File: config.mk
export PLATFORM = sky130hd
export DESIGN_NAME = opcode_sequencer
export DESIGN_NICKNAME = d
export VERILOG_FILES = /design/src/rtl/opcode_sequencer.sv
export SDC_FILE = /design/constraint.sdc
export NUM_CORES = 1
export LEC_CHECK = 0
export ABC_AREA = 1
export BUFFER_PORTS_ARGS = -buffer_cell sky130_fd_sc_hd__buf_4
export CAP_MARGIN = 15
export CORE_MARGIN = 5
export CORE_UTILIZATION = 40
export CTS_BUF_LIST = sky130_fd_sc_hd__clkbuf_4 sky130_fd_sc_hd__clkbuf_8 sky130_fd_sc_hd__clkbuf_16
export CTS_CLUSTER_SIZE = 20
export DETAILED_ROUTE_END_ITERATION = 6
export GPL_TIMING_DRIVEN = 1
export SETUP_SLACK_MARGIN = 0.1
export SYNTH_ARGS = -nofsm -noshare
export SYNTH_HDL_FRONTEND = slang
export SYNTH_SLANG_ARGS = --single-unit
File: constraint.sdc
create_clock -name clk -period 4.7 [get_ports clk]
set_input_delay 0.235 -clock clk [delete_from_list [all_inputs] [get_ports clk]]
set_output_delay 0.235 -clock clk [all_outputs]
set_load 0.05 [all_outputs]
File: src/rtl/opcode_sequencer.sv
// Group-1 (opcode[1:0]=01) decode/sequence engine: fetches operand/pointer bytes, forms the EA, emits one execute packet.
// Latency 2..5 cycles accept->EXEC; EXEC holds while exec_ready=0, and op_ready is high only in IDLE.
module opcode_sequencer #(
  parameter int          REG_WIDTH      = 8,
  parameter int          ADDR_WIDTH     = 16,
  parameter int unsigned STA_FIX_ALWAYS = 1
) (
  input  logic                  clk,
  input  logic                  reset_n,
  input  logic                  op_valid,
  output logic                  op_ready,
  input  logic [REG_WIDTH-1:0]  opcode,
  input  logic [ADDR_WIDTH-1:0] pc,
  input  logic [REG_WIDTH-1:0]  x_in,
  input  logic [REG_WIDTH-1:0]  y_in,
  output logic                  mem_rd,
  output logic [ADDR_WIDTH-1:0] mem_addr,
  input  logic [REG_WIDTH-1:0]  mem_rdata,
  output logic                  exec_valid,
  input  logic                  exec_ready,
  output logic [2:0]            alu_op,
  output logic                  is_imm,
  output logic [REG_WIDTH-1:0]  operand,
  output logic [ADDR_WIDTH-1:0] ea,
  output logic [1:0]            pc_inc,
  output logic                  page_cross,
  output logic                  illegal
);

  localparam int ZW = ADDR_WIDTH - REG_WIDTH;

  localparam logic [2:0] M_IZX = 3'd0;
  localparam logic [2:0] M_ZP  = 3'd1;
  localparam logic [2:0] M_IMM = 3'd2;
  localparam logic [2:0] M_ABS = 3'd3;
  localparam logic [2:0] M_IZY = 3'd4;
  localparam logic [2:0] M_ZPX = 3'd5;
  localparam logic [2:0] M_ABY = 3'd6;
  localparam logic [2:0] M_ABX = 3'd7;

  typedef enum logic [3:0] {
    S_IDLE, S_OPND_LO, S_OPND_HI, S_INDEX, S_PTR_LO, S_PTR_HI, S_FIX, S_EXEC, S_ILL
  } state_t;

  state_t                r_state;
  state_t                w_next;
  logic [2:0]            r_alu;
  logic [2:0]            r_mode;
  logic [ADDR_WIDTH-1:0] r_pc;
  logic [REG_WIDTH-1:0]  r_x;
  logic [REG_WIDTH-1:0]  r_y;
  logic [REG_WIDTH-1:0]  r_lo;
  logic [REG_WIDTH-1:0]  r_hi;
  logic [REG_WIDTH-1:0]  r_ptr;

  logic                  w_illegal_in;
  logic                  w_sta;
  logic [REG_WIDTH-1:0]  w_idx;
  logic [REG_WIDTH-1:0]  w_base_hi;
  logic [REG_WIDTH:0]    w_low_sum;
  logic                  w_carry;
  logic [ADDR_WIDTH-1:0] w_sum;
  logic                  w_need_fix;
  logic [REG_WIDTH-1:0]  w_zpx;
  logic                  w_load_pkt;
  logic [ADDR_WIDTH-1:0] w_pkt_ea;
  logic                  w_pkt_pc;
  logic                  w_indexed;

  assign w_illegal_in = (opcode[1:0] != 2'b01) || (opcode == REG_WIDTH'(8'h89));
  assign w_sta        = (r_alu == 3'b100);
  assign w_idx        = (r_mode == M_ABX) ? r_x : r_y;
  // High base byte arrives on the bus in OPND_HI/PTR_HI, and is held in r_hi by FIX.
  assign w_base_hi    = (r_state == S_FIX) ? r_hi : mem_rdata;
  assign w_low_sum    = {1'b0, r_lo} + {1'b0, w_idx};
  assign w_carry      = w_low_sum[REG_WIDTH];
  assign w_sum        = {w_base_hi, r_lo} + {{ZW{1'b0}}, w_idx};
  assign w_need_fix   = w_carry || ((STA_FIX_ALWAYS != 0) && w_sta);
  assign w_zpx        = r_lo + r_x;
  assign w_indexed    = (r_mode == M_IZY) || (r_mode == M_ABY) || (r_mode == M_ABX);
  assign w_load_pkt   = (w_next == S_EXEC) && (r_state != S_EXEC);

  always_ff @(posedge clk) begin
    if (!reset_n) r_state <= S_IDLE;
    else          r_state <= w_next;
  end

  always_comb begin
    w_next = r_state;
    case (r_state)
      S_IDLE:    if (op_valid) w_next = w_illegal_in ? S_ILL : S_OPND_LO;
      S_OPND_LO: begin
        case (r_mode)
          M_IMM, M_ZP:  w_next = S_EXEC;
          M_ZPX, M_IZX: w_next = S_INDEX;
          M_IZY:        w_next = S_PTR_LO;
          default:      w_next = S_OPND_HI;
        endcase
      end
      S_OPND_HI: w_next = ((r_mode != M_ABS) && w_need_fix) ? S_FIX : S_EXEC;
      S_INDEX:   w_next = (r_mode == M_IZX) ? S_PTR_LO : S_EXEC;
      S_PTR_LO:  w_next = S_PTR_HI;
      S_PTR_HI:  w_next = ((r_mode == M_IZY) && w_need_fix) ? S_FIX : S_EXEC;
      S_FIX:     w_next = S_EXEC;
      S_EXEC:    w_next = exec_ready ? S_IDLE : S_EXEC;
      S_ILL:     w_next = S_IDLE;
      default:   w_next = S_IDLE;
    endcase
  end

  always_comb begin
    op_ready   = (r_state == S_IDLE);
    exec_valid = (r_state == S_EXEC);
    illegal    = (r_state == S_ILL);
    mem_rd     = 1'b0;
    mem_addr   = '0;
    case (r_state)
      S_OPND_LO: begin mem_rd = 1'b1; mem_addr = r_pc; end
      S_OPND_HI: begin mem_rd = 1'b1; mem_addr = r_pc + ADDR_WIDTH'(1); end
      S_PTR_LO:  begin mem_rd = 1'b1; mem_addr = {{ZW{1'b0}}, r_ptr}; end
      S_PTR_HI:  begin mem_rd = 1'b1; mem_addr = {{ZW{1'b0}}, r_ptr + REG_WIDTH'(1)}; end
      default:   ;
    endcase
  end

  always_comb begin
    w_pkt_pc = 1'b0;
    case (r_mode)
      M_IMM:        w_pkt_ea = r_pc;
      M_ZP:         w_pkt_ea = {{ZW{1'b0}}, mem_rdata};
      M_ZPX:        w_pkt_ea = {{ZW{1'b0}}, w_zpx};
      M_ABS, M_IZX: w_pkt_ea = {mem_rdata, r_lo};
      default: begin
        w_pkt_ea = w_sum;
        w_pkt_pc = w_carry;
      end
    endcase
  end

  always_ff @(posedge clk) begin
    if (!reset_n) begin
      r_alu      <= '0;
      r_mode     <= '0;
      r_pc       <= '0;
      r_x        <= '0;
      r_y        <= '0;
      r_lo       <= '0;
      r_hi       <= '0;
      r_ptr      <= '0;
      alu_op     <= '0;
      is_imm     <= 1'b0;
      operand    <= '0;
      ea         <= '0;
      pc_inc     <= '0;
      page_cross <= 1'b0;
    end else begin
      case (r_state)
        S_IDLE: begin
          if (op_valid) begin
            r_alu  <= opcode[7:5];
            r_mode <= opcode[4:2];
            r_pc   <= pc;
            r_x    <= x_in;
            r_y    <= y_in;
          end
        end
        S_OPND_LO: begin
          r_lo  <= mem_rdata;
          r_ptr <= mem_rdata;
        end
        S_OPND_HI, S_PTR_HI: r_hi <= mem_rdata;
        S_INDEX:             r_ptr <= w_zpx;
        S_PTR_LO:            r_lo <= mem_rdata;
        default:             ;
      endcase
      // Packet only changes on entry to EXEC so it stays put between instructions.
      if (w_load_pkt) begin
        alu_op     <= r_alu;
        is_imm     <= (r_mode == M_IMM);
        operand    <= (r_mode == M_IMM) ? mem_rdata : '0;
        ea         <= w_pkt_ea;
        pc_inc     <= ((r_mode == M_ABS) || (r_mode == M_ABY) || (r_mode == M_ABX)) ? 2'd2 : 2'd1;
        page_cross <= w_indexed && w_pkt_pc;
      end
    end
  end

endmodule

==> key figures <==
Clock tree
  – Number of gates resized after CTS: 0
  – Root Buffer: clkbuf_16
  – Sink Count: 97
  – Worst-path clk slew: 0.06 ns
  – Setup bufs post-CTS: 0
  – CTS Buf Count: 9
  – Max Root-Sink Buffers: 2
  – H-tree Lvls: 3
  – Clock Latency Late Sink: 0.36 ns
  – TritonCTS clock tree: built
  – Hold buffers post-CTS: 0

Routing
  – Post-route ant nets: 0
  – Vias: 6175
  – Avg WL per Cell: 16.1 um
  – Drt total wl: 18700 um
  – Initial DRC Count: 459
  – DRC errors left: 0
  – Drt first pass iters: 5
  – Vias per cell: 5.30

STA
  – Fin crit share: 0.727
  – Min Tclk post-route: 3.42 ns
  – Worst-Margin Slew: 0.911 ns
  – Setup-failing EPs final: 0
  – Setup_tns: 0 ns
  – Final Slew Violations: 0
  – Rel. slew slack: 0.392
  – Worst Clk Skew: 0.00937 ns
  – Fmax: 293 MHz
  – Unrepaired setup endpoints after global routing: false
  – Final Hold Fails: 0

Critical path
  – CP max stage delay: 0.46 ns
  – Slowest CP cell: dfxtp_1
  – Reg-to-reg endpoint: operand[7]
  – Top cell by count, worst path: nand2_1
  – Worst path cell trace: nand3_1 > o21ai_0 > ha_1 > inv_1 > fa_1 > inv_1 > nand3_1 > nand2_1 > nand2_1 > nand3_1 > nand2_1 > nand2_1 > nand3_2 > nand2_4 > inv_4 > nand2_1 > a21oi_1
  – Worst R2R Path Depth: 17
  – Delay-heaviest family, CP: simple AND/OR/NAND/NOR gates
  – Data arrival, critical path: 3.62 ns
  – Worst EP required: 4.90 ns
  – CP bufs+invs: 3
  – Startpoint class of the critical path: flop
  – Critical path class: reg2reg
  – Worst r2r src: r_mode[0]
  – FF-to-FF setup slack: 1.28 ns
  – Setup crit end kind: flop
  – CP max FO: 34

Final layout
  – Synth-to-layout area growth: 19.8%
  – Layout Nets: 1049
  – Antenna Cells: 0
  – Fill cell count: 1553
  – Layout cell share with drive strength beyond 1: 0.154
  – FF+latch area: 1940 sq um
  – Area of the multi-input gates: 3320 sq um

Outcome
  – Status: complete, no violations

Synth
  – Dominant cell type by area after synthesis: dfxtp_1
  – Cell Area, Synth: 5840 sq um
  – EDFF count, synth: 0
  – Cells after synthesis: 898
  – Synth Flop Type: dfxtp_1
  – Cell with the most instances after synthesis: nand2_1
  – Synth top cells by count: nand2_1, inv_1, dfxtp_1, a21oi_1, nor2_1
  – Async SR Flop Fraction: 0
  – Dominant cells by area after synthesis: dfxtp_1, nand2_1, a21oi_1
  – Yosys reg bits: 97
  – Post-synth top area share: 0.333
  – Synth cell types: 42
  – Synth Warn #: 0
  – Post-Syn Area per Cell: 6.50 sq um
  – Seq/Total Area, Yosys: 0.333
  – Post-synthesis net count: 969

Pwr
  – Switching portion of total power: 0.482
  – Internal: 2.07 mW
  – Power per cell area: 571 nW/um^2
  – Net Sw Power: 1.93 mW
  – P_leak: 3.19 nW
  – Reg power frac: 0.309
  – Clock Power Share: 0.194
  – Maximum vdd drop: 0.267 mV
  – Logic pwr share: 0.496
  – Tot Pwr: 4.00 mW

Floorplan
  – Die area: 17100 sq um
  – Die height: 131 um
  – Area of the core: 14400 sq um
  – Ports: 103
  – Chip Width: 131 um
  – Starting Density: 0.405
  – Std-Cell Rows: 44

Job
  – Max-capacitance violation count: 0

Min path
  – Hold path depth: 3
  – Hold EP: r_y[4]
  – Tightest Hold Check Type: in2reg
  – Worst hold path startpoint: y_in[4]

Place
  – Routability cong.: 0.881
  – I/O Buffers: 102
  – Hpwl dp: 14400 um

Global routing
  – Largest net degree at the start of global routing: 74
  – Initial antenna violation count: 0
  – Number of global-route vias before repair: 5698
  – GRT Util Overall: 0.223
  – Gr ovfl total: 0
  – First-pass GRT wire length: 29500 um
[state kept, by name, indices dropped and copies added, names as in the netlist]
register,cells
r_ptr,8
is_imm,1
r_hi,8
r_x,8
ea,16
operand,8
alu_op,3
r_lo,8
r_state,4
r_pc,16
page_cross,1
r_y,8
r_mode,3
r_alu,3
pc_inc,2
[worst max-delay path by stage]
stage | startpoint | endpoint | slack, ns | cells after the start
floorplan | r_mode[0] | operand[7] | 1.93 | 20
global placement | r_mode[0] | operand[4] | 1.40 | 17
detailed placement | r_mode[0] | operand[6] | 1.28 | 17
CTS | r_mode[0] | operand[6] | 1.27 | 17
global route | r_mode[0] | operand[2] | 0.83 | 17
finish | r_mode[0] | operand[7] | 1.28 | 17
[power by group through the flow]
stage                     sequential (mW)  combinational [mW]  clock [mW]
after floorplan                      1.21                1.43           0
after global placement               1.25                1.97           0
after detailed placement             1.25                1.97           0
after CTS                            1.23                1.98       0.795
after global routing                 1.26                2.19       0.829
final                                1.24                1.98       0.776
[per-stage QoR]
step | instances | utilization | worst slack (ns) | area, sq um | hold WS (ns)
3_3_place_gp | 1151 | 0.464 | 1.40 | 6690 | 0.450
4_1_cts | 1166 | 0.485 | 1.27 | 6990 | 0.117
3_5_place_dp | 1151 | 0.464 | 1.28 | 6690 | 0.454
2_1_floorplan | 898 | - | 1.93 | 5840 | 0.378
5_1_grt | 1166 | 0.485 | 0.835 | 6990 | 0.131
6_report | 1166 | 0.485 | 1.28 | 6990 | 0.131
[cell usage in the layout (no fill, tap or decap), drive strengths merged, types with 4 or more instances in the layout]
master and instances:
nand2 212, or2 4, o21ai 82, inv 111, dfxtp 97, nand3 64, xor2 6, o21a 4
a31oi 10, o22ai 20, buf 104, nor3 5, xnor2 4, a22oi 5, ha 17, nand3b 4
a21oi 91, clkbuf 13, nand4 9, nor2 98
[per-layer routing]
metal | up-vias | routed length (um) | track usage
met3 | 32 | 1200 | 0.0520
met1 | 2830 | 8160 | 0.281
met2 | 185 | 8880 | 0.372
met5 | - | 0 | 0
met4 | 0 | 500 | 0.0811
li1 | 3128 | - | -
[cells by family after synthesis]
logic type,after synthesis,synth area share
xor+xnor,10,0.0150
buf+inv,146,0.0992
flops,97,0.333
compound gates,227,0.213
fa+ha+maj,19,0.0433
simple gates,399,0.297
[layout make-up]
| type | count | area share |
|---|---|---|
| Sequential cell | 97 | 0.278 |
| Clock inverter | 2 | 0.00537 |
| Multi-Input combinational cell | 655 | 0.474 |
| Timing Repair Buffer | 104 | 0.112 |
| Tap cell | 184 | 0.0329 |
| Clock buffer | 13 | 0.0383 |
| Inverter | 111 | 0.0599 |
[worst min-delay path: cells and delay by family]
| family | cells | cell delay (ns) |
|---|---|---|
| AOI/OAI and AO/OA | 1 | 0.10 |
| buffers and inverters | 1 | 0.07 |
| and+or+nand+nor | 1 | 0.04 |
Note: power is estimated with default switching activity, not from simulation.
